$ cat src/rtl/rx_status_monitor.sv
// Receiver status monitor: registered PIPE status, sticky code bits, saturating event counters
// and a windowed link-health FSM. Optional error event log enabled by RX_STATUS_EVENT_LOG_EN.
module rx_status_monitor #(
   parameter int unsigned CNT_W     = 16,
   parameter int unsigned WINDOW    = 1024,
   parameter int unsigned THRESH    = 8,
   parameter int unsigned LOG_DEPTH = 8
) (
   input  logic             clk,
   input  logic             rst_n,
   input  logic             rx_valid,
   input  logic [2:0]       rx_status,
   input  logic             clear,
   output logic [2:0]       rx_status_q,
   output logic [7:0]       sticky,
   output logic [CNT_W-1:0] err_cnt,
   output logic [CNT_W-1:0] skp_add_cnt,
   output logic [CNT_W-1:0] skp_rem_cnt,
   output logic [1:0]       link_state,
   output logic             link_fail,
   output logic             evt_valid,
   output logic [2:0]       evt_code,
   output logic [15:0]      evt_time,
   input  logic             evt_ready,
   output logic             evt_overrun
);
   localparam int unsigned WIN_W  = $clog2(WINDOW);
   localparam int unsigned WERR_W = $clog2(THRESH + 1);

   typedef enum logic [1:0] {
      StOk       = 2'b00,
      StDegraded = 2'b01,
      StFail     = 2'b10
   } link_e;

   logic [2:0]       r_status;
   logic [7:0]       r_sticky;
   logic [CNT_W-1:0] r_err_cnt, r_add_cnt, r_rem_cnt;
   logic [WIN_W-1:0] r_win_cnt;
   logic [WERR_W-1:0] r_win_err;
   logic [15:0]      r_timer;
   link_e            r_state, w_state_d;

   logic             w_sample, w_err, w_win_last, w_win_bad, w_win_clean;
   logic [WERR_W-1:0] w_win_err_d;

   // Clear wins over a coincident symbol: it is neither counted nor windowed.
   assign w_sample   = rx_valid & ~clear;
   assign w_err      = w_sample & rx_status[2];
   assign w_win_last = w_sample && (r_win_cnt == WIN_W'(WINDOW - 1));

   // Error tally including the current symbol, so the closing symbol counts in its window.
   always_comb begin
      w_win_err_d = r_win_err;
      if (w_err && (r_win_err != WERR_W'(THRESH))) w_win_err_d = r_win_err + 1'b1;
   end

   assign w_win_bad   = (w_win_err_d >= WERR_W'(THRESH));
   assign w_win_clean = (w_win_err_d == '0);

   always_ff @(posedge clk) begin
      if (!rst_n) begin
         r_status  <= 3'b011;
         r_sticky  <= '0;
         r_err_cnt <= '0;
         r_add_cnt <= '0;
         r_rem_cnt <= '0;
         r_win_cnt <= '0;
         r_win_err <= '0;
         r_timer   <= '0;
      end else begin
         r_timer <= r_timer + 16'd1;
         if (rx_valid) r_status <= rx_status;
         if (clear) begin
            r_sticky  <= '0;
            r_err_cnt <= '0;
            r_add_cnt <= '0;
            r_rem_cnt <= '0;
            r_win_cnt <= '0;
            r_win_err <= '0;
         end else if (rx_valid) begin
            r_sticky[rx_status] <= 1'b1;
            if ((rx_status == 3'b001) && (r_add_cnt != '1)) r_add_cnt <= r_add_cnt + 1'b1;
            if ((rx_status == 3'b010) && (r_rem_cnt != '1)) r_rem_cnt <= r_rem_cnt + 1'b1;
            if (rx_status[2] && (r_err_cnt != '1)) r_err_cnt <= r_err_cnt + 1'b1;
            r_win_cnt <= r_win_cnt + 1'b1;
            r_win_err <= w_win_last ? '0 : w_win_err_d;
         end
      end
   end

   always_ff @(posedge clk) begin
      if (!rst_n) r_state <= StOk;
      else        r_state <= w_state_d;
   end

   always_comb begin
      w_state_d = r_state;
      if (clear) begin
         w_state_d = StOk;
      end else if (w_win_last) begin
         case (r_state)
            StOk:       if (w_win_bad) w_state_d = StDegraded;
            StDegraded: begin
               if (w_win_bad)        w_state_d = StFail;
               else if (w_win_clean) w_state_d = StOk;
            end
            default:    w_state_d = r_state;
         endcase
      end
   end

   assign rx_status_q = r_status;
   assign sticky      = r_sticky;
   assign err_cnt     = r_err_cnt;
   assign skp_add_cnt = r_add_cnt;
   assign skp_rem_cnt = r_rem_cnt;
   assign link_state  = r_state;
   assign link_fail   = (r_state == StFail);

`ifdef RX_STATUS_EVENT_LOG_EN
   localparam int unsigned PTR_W = (LOG_DEPTH > 1) ? $clog2(LOG_DEPTH) : 1;

   logic [18:0]      r_mem [LOG_DEPTH];
   logic [PTR_W-1:0] r_wptr, r_rptr;
   logic [PTR_W:0]   r_count;
   logic             r_overrun;
   logic             w_pop, w_full, w_push;

   assign w_pop  = (r_count != '0) && evt_ready;
   assign w_full = (r_count == (PTR_W + 1)'(LOG_DEPTH));
   // A pop in the same cycle frees the slot the new event needs.
   assign w_push = w_err && (!w_full || w_pop);

   always_ff @(posedge clk) begin
      if (w_push) r_mem[r_wptr] <= {rx_status, r_timer};
   end

   always_ff @(posedge clk) begin
      if (!rst_n || clear) begin
         r_wptr    <= '0;
         r_rptr    <= '0;
         r_count   <= '0;
         r_overrun <= 1'b0;
      end else begin
         if (w_push) r_wptr <= (r_wptr == PTR_W'(LOG_DEPTH - 1)) ? '0 : r_wptr + 1'b1;
         if (w_pop)  r_rptr <= (r_rptr == PTR_W'(LOG_DEPTH - 1)) ? '0 : r_rptr + 1'b1;
         case ({w_push, w_pop})
            2'b10:   r_count <= r_count + 1'b1;
            2'b01:   r_count <= r_count - 1'b1;
            default: r_count <= r_count;
         endcase
         if (w_err && !w_push) r_overrun <= 1'b1;
      end
   end

   assign evt_valid   = (r_count != '0);
   assign evt_code    = r_mem[r_rptr][18:16];
   assign evt_time    = r_mem[r_rptr][15:0];
   assign evt_overrun = r_overrun;
`else
   logic [31:0] w_unused_log;
   assign w_unused_log = {evt_ready, r_timer, 15'(LOG_DEPTH)};

   assign evt_valid   = 1'b0;
   assign evt_code    = 3'b000;
   assign evt_time    = 16'h0000;
   assign evt_overrun = 1'b0;
`endif

endmodule

$ cat config.mk
export PLATFORM = sky130hd
export DESIGN_NAME = rx_status_monitor
export DESIGN_NICKNAME = d
export VERILOG_FILES = /design/src/rtl/rx_status_monitor.sv
export SDC_FILE = /design/constraint.sdc
export NUM_CORES = 1
export LEC_CHECK = 0
export BUFFER_PORTS_ARGS = -buffer_cell sky130_fd_sc_hd__buf_2
export CAP_MARGIN = 10
export CORE_MARGIN = 1
export CORE_UTILIZATION = 58
export CTS_BUF_LIST = sky130_fd_sc_hd__clkbuf_16
export DETAILED_ROUTE_END_ITERATION = 10
export HOLD_SLACK_MARGIN = 0.1
export PLACE_DENSITY = 0.85
export SYNTH_ARGS = -nofsm -noshare
export SYNTH_HDL_FRONTEND = slang
export SYNTH_SLANG_ARGS = --single-unit
export TNS_END_PERCENT = 5
$ cat constraint.sdc
create_clock -name clk -period 2.9 [get_ports clk]
set_clock_uncertainty 0.2 [all_clocks]
set_input_delay 0.435 -clock clk [delete_from_list [all_inputs] [get_ports clk]]
set_output_delay 0.435 -clock clk [all_outputs]
set_load 0.05 [all_outputs]
==> summary.txt, run 1 <==
Run status
  • Result of the run: finished with violations
  • Failing checks: design-rule violations

GRT
  • Met1 usage in global routing: 33.0%
  • Antenna violations before repair: 0
  • Maximum number of pins on one net before global-route repair: 34
  • Leftover overflow at the end of global routing: 0
  • Vias in the first global route: 3301
  • Global-route wire length before repair: 14700 um
  • Total GRT Usage: 25.9%
  • Most utilized layer in the global route result: met2
  • Met2 Track Usage GR: 41.7%
  • GR met3 Demand/Resource: 6.23%

CTS
  • Clock-pin slew on the worst setup and hold paths: 0.06 ns
  • Total clock buffers created by CTS: 9
  • Count of clock tree sinks: 75
  • CTS tree: built
  • Buffer count from post-CTS setup fixing: 0
  • Hold_buf cts: 0
  • Clock latency at the later pin of the worst-skew pair: 0.33 ns
  • Number of H-tree branching levels: 3
  • Number of buffers on the longest clock path: 2
  • Clock tree root buffer cell: sky130_fd_sc_hd__clkbuf_16
  • Post-CTS resize count: 0

Power
  • Static power due to leakage: 1.73 nW
  • Total power density per cell area: 504 nW/um^2
  • Worst voltage drop across the vdd grid: 342 uV

Cells and area
  • Net count reported at finish: 540
  • # diodes: 0
  • Area grow syn2layout: 14.8%
  • Most common cell after layout, fill and taps aside: sky130_fd_sc_hd__dfxtp_1
  • Share of cells above drive strength 1: 19.1%
  • FILL cells: 537
  • Highest-count cells in the layout ignoring fill and taps: sky130_fd_sc_hd__dfxtp_1 (75), sky130_fd_sc_hd__buf_2 (68), sky130_fd_sc_hd__nand2_1 (45)
  • Non-filler cells, final: 607

Placement
  • HPWL after detailed placement: 6080 um
  • Placed Instances: 592
  • Number of I/O port buffers: 68
  • Final weighted congestion in routability-driven placement: 0.826

Worst setup path
  • Crit Path Class: flip-flop to flip-flop
  • Register-to-Register Setup Slack: 0.76 ns
  • Reg2Reg Capture Point: skp_rem_cnt[15]$_SDFFE_PP0P_
  • Category of cells accounting for the largest share of critical-path delay: simple AND/OR/NAND/NOR gates
  • Kind of end point of the critical path: flip-flop
  • CP max FO: 8
  • Worst EP required: 2.95 ns
  • Setup crit start kind: flip-flop
  • Cell with the biggest individual delay on the critical path: sky130_fd_sc_hd__or4_4
  • R2r startpoint: skp_rem_cnt[6]$_SDFFE_PP0P_
  • Buffers plus inverters on the worst setup path: 0
  • Worst-path cell chain: nand4_2 > or4_4 > or4_1 > a21oi_1
  • Arr. time, crit path: 2.18 ns
  • Cell depth of the worst setup path: 4
  • Longest individual stage delay on the worst path: 0.53 ns
  • Worst Reg-to-Reg Cells: 4

Timing
  • Worst slew margin relative to its limit: 46.0%
  • Final hold viol count: 0
  • Total Negative Setup Slacks: 0 ns
  • Post-layout minimum cycle time: 2.14 ns
  • Post-route clock period utilization: 73.7%
  • Setup Viol. Count Final: 0
  • Count of final max-slew check failures: 0
  • Setup repair after global routing missed its margin: no
  • Worst-Margin Slew: 0.802 ns
  • Highest Clock Rate: 468 MHz

Synthesis
  • Instance count of the mapped netlist: 462
  • Proportion of synthesized flip-flops having asynchronous set or reset: 0%
  • Largest cells by area after synthesis: sky130_fd_sc_hd__dfxtp_1 (39%), sky130_fd_sc_hd__a21oi_1 (4.8%), sky130_fd_sc_hd__nand2_1 (4.4%), sky130_fd_sc_hd__buf_4 (4.1%), sky130_fd_sc_hd__or4_1 (3.7%)
  • Fraction of synthesized cell area taken by the top area cell type: 38.7%
  • Yosys Warn Count: 0
  • Mean cell area of the mapped netlist: 8.40 um^2
  • Number of enable-type register cells in the synthesized netlist: 0
  • Syn Std Cell Area: 3880 um^2
  • Post-synthesis sequential area ratio: 38.7%
  • Biggest area consumer among synthesized cells: sky130_fd_sc_hd__dfxtp_1
  • Flip-flop cell with the highest count after synthesis: sky130_fd_sc_hd__dfxtp_1
  • Yosys reg bits: 75
  • Number of library cell types mapped by synthesis: 55

Route
  • Post-detailed-route via-to-cell ratio: 6.14
  • Average wire per standard cell: 14.5 um
  • Router iterations before antenna repair: 8
  • Number of remaining DRC errors: 10
  • Routed via count: 3729
  • Post-route ant nets: 0
  • Final wirelength: 8780 um
  • Number of DRC markers after the initial detailed-route iteration: 242

Min path
  • Worst hold path depth: 2
  • Hold WC Path Type: input pin to flip-flop
  • Worst min-delay path endpoint: rx_status_q[1]$_SDFFE_PN1P_
  • Startpoint of the tightest hold check path: rst_n

Floorplanning
  • Initial Utilization: 60.4%
  • Horiz. Die Dim: 83.8 um
  • Floorplan core area: 6420 um^2
  • Number of placed I/O pins: 91
  • Area enclosed by the die boundary: 7020 um^2
  • Die Y: 83.8 um
  • Count of standard-cell rows: 29

Run
  • Max-Cap Viols: 0
-- per-stage QoR --
step | setup WS (ns) | cell area, um^2 | total power, mW | utilization, % | hold WS (ns)
floorplan | 0.544 | 3960 | 1.21 | - | 0.272
global placement | 0.581 | 4180 | 1.21 | 65.1 | 0.245
detailed placement | 0.526 | 4180 | 1.22 | 65.1 | 0.255
CTS | 0.743 | 4450 | 2.26 | 69.4 | 0.110
global route | 0.512 | 4450 | 2.32 | 69.4 | 0.115
finish | 0.764 | 4450 | 2.24 | 69.4 | 0.116
-- flip-flops by register name (all words and copies together) (netlist names) --
| name | count |
|---|---|
| link_state | 2 |
| r_win_cnt | 10 |
| err_cnt | 16 |
| skp_rem_cnt | 16 |
| rx_status_q | 3 |
| sticky | 8 |
| skp_add_cnt | 16 |
| r_win_err | 4 |
-- cells in the mapped netlist (3+ instances only) --
library cell / n
sky130_fd_sc_hd__a31oi_1: 5
sky130_fd_sc_hd__xor2_1: 8
sky130_fd_sc_hd__xnor2_1: 3
sky130_fd_sc_hd__buf_4: 21
sky130_fd_sc_hd__or3_1: 8
sky130_fd_sc_hd__o311ai_0: 3
sky130_fd_sc_hd__and2_1: 3
sky130_fd_sc_hd__nand4_1: 15
sky130_fd_sc_hd__and4_1: 4
sky130_fd_sc_hd__buf_2: 6
sky130_fd_sc_hd__clkbuf_1: 10
sky130_fd_sc_hd__nor3_1: 10
sky130_fd_sc_hd__inv_1: 13
sky130_fd_sc_hd__o21a_1: 6
sky130_fd_sc_hd__or4_1: 19
sky130_fd_sc_hd__o21ai_0: 12
sky130_fd_sc_hd__o41ai_1: 5
sky130_fd_sc_hd__and3_1: 5
sky130_fd_sc_hd__o211ai_1: 5
sky130_fd_sc_hd__nor2b_1: 3
sky130_fd_sc_hd__nand2_1: 45
sky130_fd_sc_hd__nor4_1: 7
sky130_fd_sc_hd__a2111o_1: 3
sky130_fd_sc_hd__a21oi_1: 37
sky130_fd_sc_hd__dfxtp_1: 75
sky130_fd_sc_hd__nand3_1: 23
sky130_fd_sc_hd__nor2_1: 35
sky130_fd_sc_hd__nand2b_1: 7
sky130_fd_sc_hd__ha_1: 6
sky130_fd_sc_hd__or2_2: 3
sky130_fd_sc_hd__mux2i_1: 10
sky130_fd_sc_hd__o31ai_1: 15
-- layer usage --
layer / vias up / share of wire [%]
met5: - / 0
met1: 1762 / 45
li1: 1819 / -
met2: 133 / 48
met4: 0 / 1.9
met3: 15 / 5.6
-- where the power goes --
part,total (mW),switching [mW],leakage (nW),internal (mW)
Sequential,1.04,0.00461,0.605,1.04
Clock,1.05,0.401,0.143,0.647
Combinational,0.154,0.127,0.978,0.0266
-- worst max-delay path by stage --
| stage | from | slack (ns) | to |
|---|---|---|---|
| 2_1_floorplan | skp_rem_cnt[6]$_SDFFE_PP0P_ | 0.54 | skp_rem_cnt[15]$_SDFFE_PP0P_ |
| 3_3_place_gp | rx_valid | 0.58 | err_cnt[7]$_SDFFE_PP0P_ |
| 3_5_place_dp | rx_valid | 0.53 | skp_rem_cnt[12]$_SDFFE_PP0P_ |
| 4_1_cts | skp_rem_cnt[6]$_SDFFE_PP0P_ | 0.74 | skp_rem_cnt[15]$_SDFFE_PP0P_ |
| 5_1_grt | err_cnt[11]$_SDFFE_PP0P_ | 0.51 | err_cnt[0]$_SDFFE_PP0P_ |
| 6_report | skp_rem_cnt[6]$_SDFFE_PP0P_ | 0.76 | skp_rem_cnt[15]$_SDFFE_PP0P_ |
-- cell type report --
class,count,area [um^2],share of cell area (%)
multi-input combinational,354,2150,48.4
sequential,75,1500,33.7
timing repair buffer,73,378,8.48
clock buffer,9,225,5.06
tap,77,96.3,2.16
clock inverter,6,50.0,1.12
inverter,13,48.8,1.10
-- cell families after synthesis --
| kind of cell | count (synthesis) | synth area share, % |
|---|---|---|
| flops | 75 | 38.7 |
| compound gates | 103 | 17.5 |
| xor+xnor | 11 | 2.48 |
| simple gates | 203 | 28.9 |
| mux | 10 | 2.58 |
| fa+ha+maj | 6 | 1.93 |
| other cells | 1 | 0.0966 |
| buf+inv | 53 | 7.87 |
Power figures use the tool's default switching activity.
==> run 2: changes to the inputs <==
--- a/config.mk
+++ b/config.mk
@@ -8,11 +8,11 @@
 export BUFFER_PORTS_ARGS = -buffer_cell sky130_fd_sc_hd__buf_2
 export CAP_MARGIN = 10
 export CORE_MARGIN = 1
-export CORE_UTILIZATION = 58
+export CORE_UTILIZATION = 54
 export CTS_BUF_LIST = sky130_fd_sc_hd__clkbuf_16
 export DETAILED_ROUTE_END_ITERATION = 10
 export HOLD_SLACK_MARGIN = 0.1
-export PLACE_DENSITY = 0.85
+export PLACE_DENSITY = 0.8
 export SYNTH_ARGS = -nofsm -noshare
 export SYNTH_HDL_FRONTEND = slang
 export SYNTH_SLANG_ARGS = --single-unit
==> constraint.sdc (replaced) <==
create_clock -name clk -period 2.1 [get_ports clk]
set_clock_uncertainty 0.2 [all_clocks]
set_input_delay 0.315 -clock clk [delete_from_list [all_inputs] [get_ports clk]]
set_output_delay 0.315 -clock clk [all_outputs]
set_load 0.05 [all_outputs]
==> run 2 against run 1 <==
Net effect:
- the run now ends clean
- sequential cell count is the same
- highest routed layer unchanged
- count of clock-buffer cells in the layout unchanged
- largest power group unchanged
- fmax is 7.1% higher
- sequential share of layout area down 1.5 points
- final cell count grew 7.2%
==> summary.txt, run 2 (synthesis gave the netlist of run 1 again) <==
Run
  • Max-Cap Viols: 0

GRT
  • Vias in the first global route: 3397
  • Total GRT Usage: 25.6%
  • Antenna violations before repair: 0
  • Global-route wire length before repair: 15300 um
  • Leftover overflow at the end of global routing: 0
  • Maximum number of pins on one net before global-route repair: 34

Power
  • Cell internal power dissipation: 2.51 mW
  • Share of power burned in the clock network: 49.2%
  • Combinational Power Share: 6.9%
  • Static power due to leakage: 1.88 nW
  • Switching portion of total power: 23.5%
  • Total power density per cell area: 689 nW/um^2
  • Net Sw Power: 770 uW
  • Worst voltage drop across the vdd grid: 427 uV
  • Share of power burned in registers: 43.9%

Min path
  • Hold WC Path Type: input pin to flip-flop
  • Worst hold path depth: 4
  • Worst min-delay path endpoint: rx_status_q[0]$_SDFFE_PN1P_
  • Startpoint of the tightest hold check path: rx_status[0]

Route
  • Number of DRC markers after the initial detailed-route iteration: 252
  • Router iterations before antenna repair: 5
  • Number of remaining DRC errors: 0
  • Post-detailed-route via-to-cell ratio: 5.96
  • Final wirelength: 9510 um
  • Routed via count: 3877
  • Post-route ant nets: 0
  • Average wire per standard cell: 14.6 um

CTS
  • Number of buffers on the longest clock path: 2
  • Clock-pin slew on the worst setup and hold paths: 0.06 ns
  • Clock latency at the later pin of the worst-skew pair: 0.33 ns
  • Clock tree root buffer cell: sky130_fd_sc_hd__clkbuf_16
  • Count of clock tree sinks: 75
  • Total clock buffers created by CTS: 9
  • CTS tree: built
  • Buffer count from post-CTS setup fixing: 0
  • Number of H-tree branching levels: 3

Timing
  • Post-layout minimum cycle time: 2.00 ns
  • Setup repair after global routing missed its margin: no
  • Final hold viol count: 0
  • Count of final max-slew check failures: 0
  • Highest Clock Rate: 501 MHz
  • Setup Viol. Count Final: 0
  • Minimum setup slack in the final design: 0.105 ns
  • Post-route clock period utilization: 95.0%

Worst setup path
  • R2r startpoint: skp_add_cnt[12]$_SDFFE_PP0P_
  • Worst Reg-to-Reg Cells: 4
  • Register-to-Register Setup Slack: 0.10 ns
  • Cell with the biggest individual delay on the critical path: sky130_fd_sc_hd__or4_1
  • Setup crit start kind: flip-flop
  • Reg2Reg Capture Point: skp_add_cnt[15]$_SDFFE_PP0P_
  • Arr. time, crit path: 2.06 ns
  • Crit path from: skp_add_cnt[12]$_SDFFE_PP0P_
  • Worst EP required: 2.16 ns
  • Crit Path Class: flip-flop to flip-flop
  • Longest individual stage delay on the worst path: 0.50 ns
  • Worst-path cell chain: nand4_1 > or2_2 > or4_1 > a21oi_1
  • CP max FO: 6
  • Kind of end point of the critical path: flip-flop

Cells and area
  • Highest-count cells in the layout ignoring fill and taps: sky130_fd_sc_hd__buf_2 (68), sky130_fd_sc_hd__dfxtp_1 (52), sky130_fd_sc_hd__nand2_1 (45)
  • FILL cells: 573
  • # diodes: 0
  • Non-filler cells, final: 651
  • Share of cells above drive strength 1: 27.7%
  • Area grow syn2layout: 22.6%
  • Net count reported at finish: 564
  • Most common cell after layout, fill and taps aside: sky130_fd_sc_hd__buf_2

Run status
  • Result of the run: finished clean

Placement
  • Placed Instances: 634
  • HPWL after detailed placement: 6460 um
  • Number of I/O port buffers: 68
  • Final weighted congestion in routability-driven placement: 0.844
  • Worst slack, placed: 0.0104 ns

Floorplanning
  • Count of standard-cell rows: 30
  • Area enclosed by the die boundary: 7530 um^2
  • Horiz. Die Dim: 86.8 um
  • Die Y: 86.8 um
  • Initial Utilization: 56.5%
  • Floorplan core area: 6870 um^2
  • Number of placed I/O pins: 91
[run 2: changes by cell type in the layout (fill, tap and decap cells not counted), sizes merged]
cell         previous run  this run
clkinv                  3         2
bufinv                  1         2
buf                    73        96
clkinvlp                0         1
dlygate4sd3             0         1
[run 2: layout make-up]
type	count	area [um^2]	share of cell area, %
Sequential cell	75	1530	32.2
Clock inverter	7	85.1	1.79
Clock buffer	9	225	4.73
Tap cell	96	120	2.52
Timing Repair Buffer	97	573	12.0
Multi-Input combinational cell	354	2180	45.7
Inverter	13	48.8	1.03
[run 2: critical path, delay by kind of cell (launching register included)]
family	cells	cell delay [ns]
compound gates	1	0.14
simple gates	3	1.17
flops	1	0.41
[run 2: how the worst max path moves through the flow]
| stage | cells past startpoint | slack, ns | endpoint |
|---|---|---|---|
| floorplan | 4 | -0.08 | skp_rem_cnt[15]$_SDFFE_PP0P_ |
| global placement | 5 | 0.05 | skp_add_cnt[12]$_SDFFE_PP0P_ |
| CTS | 4 | 0.13 | skp_add_cnt[12]$_SDFFE_PP0P_ |
| detailed placement | 5 | 0.01 | skp_add_cnt[12]$_SDFFE_PP0P_ |
| finish | 4 | 0.10 | skp_add_cnt[15]$_SDFFE_PP0P_ |
| global route | 4 | 0.02 | skp_rem_cnt[15]$_SDFFE_PP0P_ |
[run 2: per-layer routing]
metal  wire length (um)  track usage, %  share of wire (%)
met4                273            15.2                2.9
met3                512            3.90                5.4
met1               4240            33.0                 45
met5                  0               0                  0
met2               4480            40.7                 47
[run 2: timing repair]
| item | CTS | global route |
|---|---|---|
| endpoints found under the setup margin | 0 | 2 |
| hold endpoints to repair | 3 | 0 |
| resized for setup | 0 | 3 |
| hold buffers | 1 | 0 |
[run 2: power by group through the flow]
stage / logic, mW / registers (mW) / clock network [mW]
floorplan: 0.184 / 1.49 / 0
finish: 0.228 / 1.44 / 1.61
global placement: 0.222 / 1.47 / 0
detailed placement: 0.224 / 1.47 / 0
CTS: 0.226 / 1.44 / 1.63
global route: 0.242 / 1.44 / 1.70
[run 2: through the flow]
step | setup TNS (ns) | instance area (um^2) | hold WS (ns) | utilization [%] | power (mW)
floorplan | -0.638 | 3990 | 0.177 | - | 1.68
global placement | 0 | 4420 | 0.251 | 64.4 | 1.69
detailed placement | 0 | 4420 | 0.252 | 64.4 | 1.69
CTS | 0 | 4740 | 0.185 | 69.1 | 3.30
global route | 0 | 4760 | 0.220 | 69.3 | 3.38
finish | 0 | 4760 | 0.189 | 69.3 | 3.28
